**src/rtl/alu_control_mc.sv**
```systemverilog
// EX-stage ALU control decode (combinational) plus iterative shift-add MULT/MULTU with HI/LO.
// Multiply takes DATA_W+1 stall cycles, then a one-cycle DONE; stall freezes upstream and no flush exists.
module alu_control_mc #(
  parameter int DATA_W = 32
) (
  input  logic              clk,
  input  logic              arst_n,
  input  logic              valid_in,
  input  logic [1:0]        alu_op,
  input  logic [5:0]        function_field,
  input  logic [DATA_W-1:0] op_a,
  input  logic [DATA_W-1:0] op_b,
  output logic [3:0]        alu_control,
  output logic              stall,
  output logic              mul_done,
  output logic [DATA_W-1:0] hi,
  output logic [DATA_W-1:0] lo
);

  localparam int CNT_W  = $clog2(DATA_W) + 1;
  localparam int PROD_W = 2 * DATA_W;

  localparam logic [1:0] S_IDLE = 2'd0;
  localparam logic [1:0] S_BUSY = 2'd1;
  localparam logic [1:0] S_DONE = 2'd2;

  localparam logic [3:0] C_AND  = 4'd0;
  localparam logic [3:0] C_OR   = 4'd1;
  localparam logic [3:0] C_ADD  = 4'd2;
  localparam logic [3:0] C_SLL  = 4'd3;
  localparam logic [3:0] C_SRL  = 4'd4;
  localparam logic [3:0] C_SUB  = 4'd5;
  localparam logic [3:0] C_MULT = 4'd6;
  localparam logic [3:0] C_SLT  = 4'd7;
  localparam logic [3:0] C_MFHI = 4'd8;
  localparam logic [3:0] C_MFLO = 4'd9;
  localparam logic [3:0] C_NOR  = 4'd12;

  localparam logic [5:0] F_MULT  = 6'b011000;
  localparam logic [5:0] F_MULTU = 6'b011001;

  localparam logic [CNT_W-1:0]  CNT_LAST = CNT_W'(DATA_W - 1);
  localparam logic [CNT_W-1:0]  CNT_ONE  = CNT_W'(1);
  localparam logic [DATA_W-1:0] ONE_D    = DATA_W'(1);
  localparam logic [PROD_W-1:0] ONE_P    = PROD_W'(1);

  logic [1:0]        state;
  logic [PROD_W-1:0] acc;
  logic [PROD_W-1:0] mcand;
  logic [DATA_W-1:0] mplier;
  logic [CNT_W-1:0]  cnt;
  logic              neg;

  logic              is_mul_fn;
  logic              is_signed;
  logic              start;
  logic [DATA_W-1:0] a_abs;
  logic [DATA_W-1:0] b_abs;
  logic [PROD_W-1:0] sum_next;
  logic [PROD_W-1:0] prod;

  always_comb begin
    alu_control = C_AND;
    case (alu_op)
      2'd0: alu_control = C_ADD;
      2'd1: alu_control = C_SUB;
      2'd2: begin
        case (function_field)
          6'b100000: alu_control = C_ADD;
          6'b100010: alu_control = C_SUB;
          6'b100100: alu_control = C_AND;
          6'b100101: alu_control = C_OR;
          6'b100111: alu_control = C_NOR;
          6'b101010: alu_control = C_SLT;
          6'b000000: alu_control = C_SLL;
          6'b000010: alu_control = C_SRL;
          F_MULT:    alu_control = C_MULT;
          F_MULTU:   alu_control = C_MULT;
          6'b010000: alu_control = C_MFHI;
          6'b010010: alu_control = C_MFLO;
          default:   alu_control = C_AND;
        endcase
      end
      default: alu_control = C_AND;
    endcase
  end

  assign is_mul_fn = (function_field == F_MULT) || (function_field == F_MULTU);
  assign is_signed = (function_field == F_MULT);

  // Gated by arst_n so stall drops the moment reset is asserted, even with a MULT held in EX.
  assign start = arst_n && valid_in && (alu_op == 2'd2) && is_mul_fn && (state == S_IDLE);

  assign stall    = start || (state == S_BUSY);
  assign mul_done = (state == S_DONE);

  // The most negative value maps to 2^(DATA_W-1), which still fits unsigned in DATA_W bits.
  assign a_abs = (is_signed && op_a[DATA_W-1]) ? (~op_a + ONE_D) : op_a;
  assign b_abs = (is_signed && op_b[DATA_W-1]) ? (~op_b + ONE_D) : op_b;

  assign sum_next = mplier[0] ? (acc + mcand) : acc;
  assign prod     = neg ? (~sum_next + ONE_P) : sum_next;

  always_ff @(posedge clk or negedge arst_n) begin
    if (!arst_n) begin
      state  <= S_IDLE;
      acc    <= '0;
      mcand  <= '0;
      mplier <= '0;
      cnt    <= '0;
      neg    <= 1'b0;
      hi     <= '0;
      lo     <= '0;
    end else begin
      case (state)
        S_IDLE: begin
          if (start) begin
            mcand  <= {{DATA_W{1'b0}}, a_abs};
            mplier <= b_abs;
            neg    <= is_signed && (op_a[DATA_W-1] ^ op_b[DATA_W-1]);
            acc    <= '0;
            cnt    <= '0;
            state  <= S_BUSY;
          end
        end
        S_BUSY: begin
          acc    <= sum_next;
          mcand  <= mcand << 1;
          mplier <= mplier >> 1;
          cnt    <= cnt + CNT_ONE;
          if (cnt == CNT_LAST) begin
            {hi, lo} <= prod;
            state    <= S_DONE;
          end
        end
        S_DONE: state <= S_IDLE;
        default: state <= S_IDLE;
      endcase
    end
  end

endmodule

```
**config.mk**
```make
export PLATFORM = sky130hd
export DESIGN_NAME = alu_control_mc
export DESIGN_NICKNAME = d
export VERILOG_FILES = /design/src/rtl/alu_control_mc.sv
export SDC_FILE = /design/constraint.sdc
export NUM_CORES = 1
export LEC_CHECK = 0
export ABC_AREA = 1
export CAP_MARGIN = 5
export CORE_ASPECT_RATIO = 0.7
export CORE_MARGIN = 3
export CORE_UTILIZATION = 30
export DETAILED_ROUTE_END_ITERATION = 7
export PLACE_DENSITY = 0.52
export SYNTH_ARGS = -nofsm -noshare
export SYNTH_HDL_FRONTEND = slang
export SYNTH_SLANG_ARGS = --single-unit
```
**constraint.sdc**
```tcl
create_clock -name clk -period 4 [get_ports clk]
set_clock_uncertainty 0.05 [all_clocks]
set_input_delay 0.8 -clock clk [delete_from_list [all_inputs] [get_ports clk]]
set_output_delay 0.8 -clock clk [all_outputs]
set_load 0.1 [all_outputs]
```
==> results of run 1 <==
[layout make-up]
| class | instances | share of cell area, % |
|---|---|---|
| Sequential cell | 233 | 24.9 |
| Multi-Input combinational cell | 2330 | 49.2 |
| Clock buffer | 44 | 3.90 |
| Inverter | 556 | 8.92 |
| Timing Repair Buffer | 186 | 7.86 |
| Clock inverter | 10 | 0.545 |
| Tap cell | 869 | 4.65 |
[cells by family (layout without fill, tap and decap cells)]
logic type / count (synthesis) / count (layout) / synth area share [%]
simple gates: 1826 / 1826 / 39.3
buf+inv: 638 / 796 / 12.3
compound gates: 371 / 371 / 11.6
flops: 233 / 233 / 29.6
fa+ha+maj: 68 / 68 / 4.36
xor+xnor: 64 / 64 / 2.84
mux: 1 / 1 / 0.0571
[registers in the layout (all words and copies together) (netlist names)]
register / cells
state: 2
lo: 32
neg: 1
cnt: 6
mcand: 64
acc: 64
mplier: 32
hi: 32
[what timing repair did]
| item | CTS | global route |
|---|---|---|
| gates resized for setup | 0 | 9 |
| hold buffers | 1 | 0 |
| endpoints found under the hold margin | 14 | 0 |
| setup endpoints to repair | 0 | 11 |
[metal layers]
| layer | share of wire (%) | track usage, % | vias to the layer above |
|---|---|---|---|
| li1 | - | - | 10300 |
| met1 | 52 | 36.2 | 9345 |
| met2 | 35 | 28.0 | 784 |
| met3 | 11 | 6.27 | 48 |
| met4 | 1.3 | 2.99 | 0 |
| met5 | 0 | 0 | - |
[Yosys cell counts (3+ instances only)]
library cell | count | area share [%]
nand2_2 | 45 | 1.4
nor2_2 | 32 | 1.0
nand4_1 | 24 | 0.76
nand3_4 | 3 | 0.27
nor2_4 | 8 | 0.46
nand3_1 | 205 | 5.2
and2_1 | 4 | 0.13
nand3b_1 | 11 | 0.42
dfrtp_1 | 233 | 30
o22ai_1 | 59 | 1.9
a31oi_1 | 3 | 0.095
a21oi_2 | 3 | 0.13
nand2_4 | 3 | 0.17
o211ai_1 | 26 | 0.99
o31ai_1 | 5 | 0.19
a21oi_1 | 84 | 2.1
buf_1 | 8 | 0.15
xnor2_1 | 10 | 0.44
nor4_1 | 5 | 0.16
o41ai_1 | 3 | 0.13
o21ai_1 | 21 | 0.53
o21ai_0 | 104 | 2.6
ha_1 | 67 | 4.3
inv_1 | 525 | 10
xor2_1 | 54 | 2.4
o21ai_2 | 7 | 0.31
nor3_1 | 29 | 0.74
nand2_1 | 1183 | 23
clkbuf_1 | 59 | 1.1
a32o_1 | 4 | 0.20
nor2_1 | 251 | 4.8
o21bai_1 | 6 | 0.23
nand3_2 | 16 | 0.81
clkinv_1 | 8 | 0.15
inv_2 | 23 | 0.44
o221ai_1 | 34 | 1.5
buf_2 | 13 | 0.33
[stage by stage]
step	std cells	worst slack, ps	setup TNS (ps)
2_1_floorplan	3201	298	0
3_3_place_gp	4173	263	0
3_5_place_dp	4173	270	0
4_1_cts	4228	260	0
5_1_grt	4228	-2.52	-2.52
6_report	4228	274	0
[power by group]
part,switching [mW],total (mW),internal [mW]
clock network,1.20,2.90,1.71
logic,6.35,8.65,2.30
registers,0.608,3.54,2.93
total,8.15,15.1,6.93
[how the worst max path moves through the flow]
stage | from | to | slack, ps | cells past startpoint
2_1_floorplan | function_field[4] | stall | 300 | 9
3_3_place_gp | acc[16] | hi[21] | 260 | 20
3_5_place_dp | acc[16] | hi[21] | 270 | 20
4_1_cts | acc[16] | hi[21] | 260 | 20
5_1_grt | acc[0] | hi[11] | -3 | 23
6_report | acc[0] | hi[6] | 270 | 22
[worst register-to-register path, cell delays in order (launching register included)]
cell and delay (ps):
dfrtp_1 350, ha_1 220, inv_1 70, fa_1 410, inv_1 140, nand3_1 80
nand2_1 160, nand2_1 110, nand2_2 120, nand2_2 70, nand2_2 140, nand2_1 90
nand3_1 80, nand3_1 120, nand2_2 290, nand2_1 150, nor2_2 170, nand2_2 80
nor2_4 190, nand2_1 70, nand2_1 120, xor2_1 220, o21ai_1 80
==> flow_summary.yaml, run 1 <==
sta:
  period_share_pct: 93.2
  rsz0062_at_grt: "yes"
  fmax_ghz: 0.268
  whs_ps: 430
  fin_crit_ps: 3730
  setup_viol: 0
  slew_violations: 0
  slew_headroom_pct: 31.5
  hold_violations: 0
  worst_pin_slew_ps: 1020
setup_path:
  critPathTopFamily: "simple AND/OR/NAND/NOR gates"
  cp-end-kind: "flop"
  r2r_setup_slack_ps: 270
  r2r_end: "hi[6]"
  path_cells: "ha_1 > inv_1 > fa_1 > inv_1 > nand3_1 > nand2_1 > nand2_1 > nand2_2 > nand2_2 > nand2_2 > nand2_1 > nand3_1 > nand3_1 > nand2_2 > nand2_1 > nor2_2 > nand2_2 > nor2_4 > nand2_1 > nand2_1 > xor2_1 > o21ai_1"
  startpoint_type: "flop"
  max_stage_delay_ps: 410
  crit_fanout: 6
  critical_path_arrival_ps: 4120
  rr_worst_depth: 22
  critical_path_class: "flop to flop"
  reg2reg_from: "acc[0]"
  cp_common_cell: "nand2_1"
  crit_slowest_cell: "fa_1"
  crit_buf_inv: 2
  required_ps: 4390
layout:
  multi_input_area_um2: 11500
  seq_area_um2: 5830
  n_fill_cell: 7077
  layout-drive-gt1-share_pct: 7.77
  final_util_pct: 36.5
  mostFrequentLayoutCells: "1,179 x nand2_1, 525 x inv_1, 246 x nor2_1, 231 x dfrtp_1, 204 x nand3_1"
  nets: 3479
  final_area_um2: 23400
  final_common_cell: "nand2_1"
  num_antenna_cells: 0
  area_growth_pct: 18.7
drt:
  avgRoutedWirePerCell_um: 18.2
  via_per_inst: 4.85
  routed_wl_um: 77000
  initialDrtViolationCount: 2153
  postRouteAntennaNets: 0
  num_vias: 20500
  drc_errors: 0
  drt_first_pass_iters: 7
global_route:
  grt_util_all_layers_pct: 22.1
  grt_max_degree: 84
  overflow: 0
  grt_pass1_wl_um: 117000
  grt_pass1_vias: 18900
  antenna_found_initial: 0
place:
  dp_hpwl_um: 61200
  place.gp.congestion: 1.01
  port_buffers: 144
  post_dp_cell_area_um2: 22300
power_and_ir_drop:
  ir_drop_uv: 1130
  p_leak_nw: 12.2
  p_per_area_nw_per_um2: 645
  p_total_mw: 15.1
floorplan:
  initial_core_util_pct: 30.8
  die_area_um2: 68800
  ios: 145
  fp.dieW_um: 312
  rows: 77
  core_area_um2: 64100
  fp.dieH_um: 220
worst_hold_path:
  min_path_type: "flop to flop"
  holdPathEnd: "mplier[14]"
  min_from: "mplier[15]"
  min_path_cells: 2
logic_synthesis:
  syn_area_per_cell_um2: 6.16
  synth_edf_count: 0
  synth_area_um2: 19700
  synth_cell_types: 53
  synth-async-reset-ratio_pct: 100
  syn-num-nets: 3344
  synth_flop_cell: "dfrtp_1"
  ys_seq_area_share_pct: 29.6
  ys_ff_latch: 233
  yosysWarningCount: 0
  syn_inst: 3201
cts:
  numCtsBuffers: 29
  htreeDepth: 1
  clock_latency_ps: 610
  cts_buffer_depth: 3
  root_buffer: "clkbuf_16"
  path_clk_slew_ps: 70
  cts_tree: "done"
  postCtsSetupRepairBufs: 0
  cts_num_sinks: 233
job:
  drv_cap: 0
status:
  outcome: "finished clean"
(Power assumes the default switching activity.)
==> run 2, diff against run 1 <==
Settings changed: GPL_ROUTABILITY_DRIVEN set to 0.
==> flow_summary.yaml, run 2 (synthesis results as in run 1) <==
drt:
  initialDrtViolationCount: 2079
  avgRoutedWirePerCell_um: 17.8
  via_per_inst: 4.81
  routed_wl_um: 75000
  drt_first_pass_iters: 7
  postRouteAntennaNets: 0
  drc_errors: 0
  num_vias: 20300
cts:
  cts_tree: "done"
  clock_latency_ps: 600
  cts_num_sinks: 233
  cts_buffer_depth: 3
  numCtsBuffers: 29
  htreeDepth: 1
  path_clk_slew_ps: 70
  root_buffer: "clkbuf_16"
place:
  dp_hpwl_um: 59200
  port_buffers: 144
  dp.cells: 4162
  post_dp_cell_area_um2: 22200
floorplan:
  fp.dieH_um: 220
  die_area_um2: 68800
  rows: 77
  ios: 145
  initial_core_util_pct: 30.8
  fp.dieW_um: 312
  core_area_um2: 64100
layout:
  final_util_pct: 36.3
  nets: 3468
  instances_no_fill: 4214
  reg_top3: "acc (64), mcand (64)"
  mostFrequentLayoutCells: "1,178 x nand2_1, 524 x inv_1, 248 x nor2_1, 231 x dfrtp_1, 202 x nand3_1"
  num_antenna_cells: 0
  layout-drive-gt1-share_pct: 7.41
  n_fill_cell: 7032
  final_area_um2: 23200
  final_common_cell: "nand2_1"
  area_growth_pct: 17.9
sta:
  tns_ps: 0
  slew_headroom_pct: 32.2
  fmax_ghz: 0.266
  setup_viol: 0
  hold_violations: 0
  slew_violations: 0
  fin_crit_ps: 3760
  worst_pin_slew_ps: 1010
  rsz0062_at_grt: "no"
  period_share_pct: 94.0
power_and_ir_drop:
  p_total_mw: 14.8
  p_per_area_nw_per_um2: 635
  p_leak_nw: 12.1
  ir_drop_uv: 766
status:
  outcome: "finished clean"
setup_path:
  critical_path_class: "flop to flop"
  cp-end-kind: "flop"
  startpoint_type: "flop"
  crit_fanout: 7
  required_ps: 4420
  critical_path_arrival_ps: 4180
global_route:
  grt_util_all_layers_pct: 21.5
  grt_pass1_vias: 18700
  overflow: 0
  grt_pass1_wl_um: 115000
  antenna_found_initial: 0
  grt_max_degree: 149
job:
  drv_cap: 0
worst_hold_path:
  min_path_type: "input pin to async pin"
-- run 2: path summary, 6_finish.rpt --
path | end | slack (ps) | depth (start not counted) | start
worst max-delay path | hi[19] | 240 | 17 | acc[11]
worst min-delay path | mplier[10] | 260 | 2 | arst_n
worst max register to register | hi[19] | 240 | 17 | acc[11]
worst min register to register | hi[26] | 430 | 2 | hi[26]
max in group asynchronous | mplier[0] | 2210 | 3 | arst_n
min in group clk | hi[26] | 430 | 2 | hi[26]
-- run 2: timing repair --
item / 4_1_cts / 5_1_grt
resized for setup: 0 / 12
hold buffers: 0 / 0
buffers inserted: 0 / 1
endpoints found under the setup margin: 0 / 33
-- run 2: cell type report --
class / count / area [um^2] / area share (%)
Clock buffer: 42 / 845 / 3.64
Clock inverter: 9 / 95.1 / 0.409
Sequential cell: 233 / 5830 / 25.1
Timing Repair Buffer: 175 / 1760 / 7.59
Inverter: 556 / 2090 / 8.99
Tap cell: 869 / 1090 / 4.68
Multi-Input combinational cell: 2330 / 11500 / 49.6
-- run 2: layer usage --
metal  vias to the layer above  wire (um)  share of wire, %  GRT usage (%)
li1                      10300          -                 -              -
met1                      9298      39800                53           35.1
met2                       635      27000                36           28.0
met3                        47       7320               9.8           5.51
met4                         0        890               1.2           2.71
met5                         -          0                 0              0
-- run 2: metrics by stage --
stage,hold WS (ps),setup slack [ps]
finish,256,239
detailed placement,419,71.7
CTS,259,29.4
global placement,417,67.7
global route,283,7.52
floorplan,398,298
-- run 2: report_power, final --
| group | total (mW) | internal (mW) | leakage, nW | switching [mW] |
|---|---|---|---|---|
| Sequential | 3.54 | 2.93 | 2.82 | 0.614 |
| Combinational | 8.54 | 2.28 | 8.79 | 6.26 |
| Clock | 2.67 | 1.53 | 0.463 | 1.14 |
-- run 2: critical path: stages, from the launching register on --
cell	delay (ps)
dfrtp_1	470
ha_1	450
nand2_1	160
nor2_1	290
nand2_1	190
nor2_1	130
nand2_1	80
nand4_1	90
nand3_1	70
nand2_1	350
buf_4	240
nand4_1	180
nor2_1	210
nand3_2	140
o21ai_4	270
nand3_1	110
nand3_1	110
nand2_1	50
==> run 3, diff against run 2 <==
Settings changed: CORE_UTILIZATION 30 to 49, PLACE_DENSITY 0.52 to 0.75.
Clock period 4 ns to 3.87 ns, I/O delays scaled along.
==> flow_summary.yaml, run 3 (synthesis results as in run 1) <==
layout:
  mostFrequentLayoutCells: "1,176 x nand2_1, 524 x inv_1, 247 x nor2_1, 231 x dfrtp_1, 203 x nand3_1"
  num_antenna_cells: 0
  instances_no_fill: 3860
  final_common_cell: "nand2_1"
  area_growth_pct: 15.2
  nets: 3459
  layout-drive-gt1-share_pct: 7.20
  reg_top3: "acc (64), mcand (64)"
  final_util_pct: 58.1
sta:
  setup_ws_ps: 166
  fin_crit_ps: 3700
  tns_ps: 0
  slew_violations: 0
  hold_violations: 0
  period_share_pct: 95.7
  worst_pin_slew_ps: 1020
  slew_headroom_pct: 31.8
  setup_viol: 0
  whs_ps: 431
  fmax_ghz: 0.270
status:
  outcome: "finished, violations left"
  violations: "design-rule violations"
global_route:
  grt_pass1_vias: 19900
  grt_max_degree: 89
  overflow: 0
  grt_pass1_wl_um: 108000
  grt_util_all_layers_pct: 31.6
  antenna_found_initial: 0
drt:
  postRouteAntennaNets: 0
  drc_errors: 42
  via_per_inst: 5.59
  routed_wl_um: 68900
  num_vias: 21600
  avgRoutedWirePerCell_um: 17.8
  drt_first_pass_iters: 8
  initialDrtViolationCount: 3083
place:
  pre_cts_slack_ps: 165
  port_buffers: 144
  dp_hpwl_um: 53200
  dp.cells: 3815
setup_path:
  startpoint_type: "flop"
  path_cells: "ha_2 > nand2_1 > nand2_1 > inv_2 > nand2_1 > nand2_1 > nand3_2 > nand2_2 > nand2_1 > nand2_1 > nand2_1 > nand2_1 > nand3_1 > nand2_1 > nor2_2 > nand2_1 > nor2_2 > nand2_1 > nor2_1 > nand2_1 > nand2_1 > nand2_1 > nand3_1 > nand2_1"
  crit_slowest_cell: "dfrtp_1"
  critPathTopFamily: "simple AND/OR/NAND/NOR gates"
  cp-end-kind: "flop"
  crit_buf_inv: 1
  max_stage_delay_ps: 470
  critical_path_class: "flop to flop"
  cp_common_cell: "nand2_1"
  required_ps: 4290
  critical_path_arrival_ps: 4120
  crit_fanout: 5
cts:
  cts_buffer_depth: 3
  numCtsBuffers: 24
  cts_tree: "done"
  root_buffer: "clkbuf_16"
  cts_num_sinks: 233
  path_clk_slew_ps: 70
  clock_latency_ps: 570
  htreeDepth: 1
job:
  drv_cap: 0
floorplan:
  die_area_um2: 42700
  core_area_um2: 39000
  rows: 60
  initial_core_util_pct: 50.5
  ios: 145
  fp.dieW_um: 246
  fp.dieH_um: 174
power_and_ir_drop:
  p_per_area_nw_per_um2: 666
  p_leak_nw: 12.0
  ir_drop_uv: 1030
worst_hold_path:
  min_path_type: "flop to flop"
==> run 3: changes by cell type in the layout (fill, tap and decap cells not counted), sizes merged <==
cell / delta
buf: -5
bufinv: +4
clkbuf: -10
clkinv: -3
clkinvlp: +1
dlygate4sd3: +1
==> run 3: layout make-up <==
| class | count | area [um^2] |
|---|---|---|
| multi-input cells | 2330 | 11500 |
| clock inverters | 11 | 218 |
| well taps | 527 | 659 |
| inverters | 556 | 2090 |
| repair buffers | 171 | 1710 |
| flip-flops and latches | 233 | 5830 |
| clock buffers | 32 | 671 |
| fillers | 3740 | 16300 |
==> run 3: through the flow <==
step	total power [mW]	area, um^2
after floorplan	9.52	19700
after global placement	11.9	21700
after detailed placement	12.0	21700
after CTS	14.7	22600
after global routing	15.9	22700
final	15.1	22700
==> run 3: tightest hold or removal path, cell delays in order (launching register included) <==
cell and delay (ps):
dfrtp_1 340, nand2_1 50, nand2_1 60
==> run 3: power breakdown <==
group          internal [mW]  leakage [nW]  switching (mW)
Sequential              3.03          2.82           0.610
Combinational           2.33          8.76            6.49
Clock                   1.57         0.424            1.08
Total                   6.93          12.0            8.18
==> run 3: worst paths after layout <==
path,start,end,slack [ps],cells past startpoint
hold / removal,hi[20],hi[20],430,2
hold reg to reg,hi[20],hi[20],430,2
setup / recovery,acc[5],hi[24],170,24
setup reg to reg,acc[5],hi[24],170,24
max in group asynchronous,arst_n,mcand[51],1900,3
min in group asynchronous,arst_n,mplier[6],570,2
==> run 3: layer usage <==
layer | vias up | track usage [%] | wire length, um
li1 | 10300 | - | -
met1 | 9936 | 47.2 | 30300
met2 | 1249 | 42.4 | 26300
met3 | 137 | 13.0 | 10700
met4 | 2 | 6.12 | 1530
met5 | - | 0 | 22
==> run 3: repair_timing <==
| action | 4_1_cts | 5_1_grt |
|---|---|---|
| buffers inserted | 0 | 1 |
| endpoints found under the setup margin | 0 | 33 |
| hold buffers | 1 | 0 |
| resized for setup | 0 | 16 |
| hold endpoints to repair | 20 | 0 |
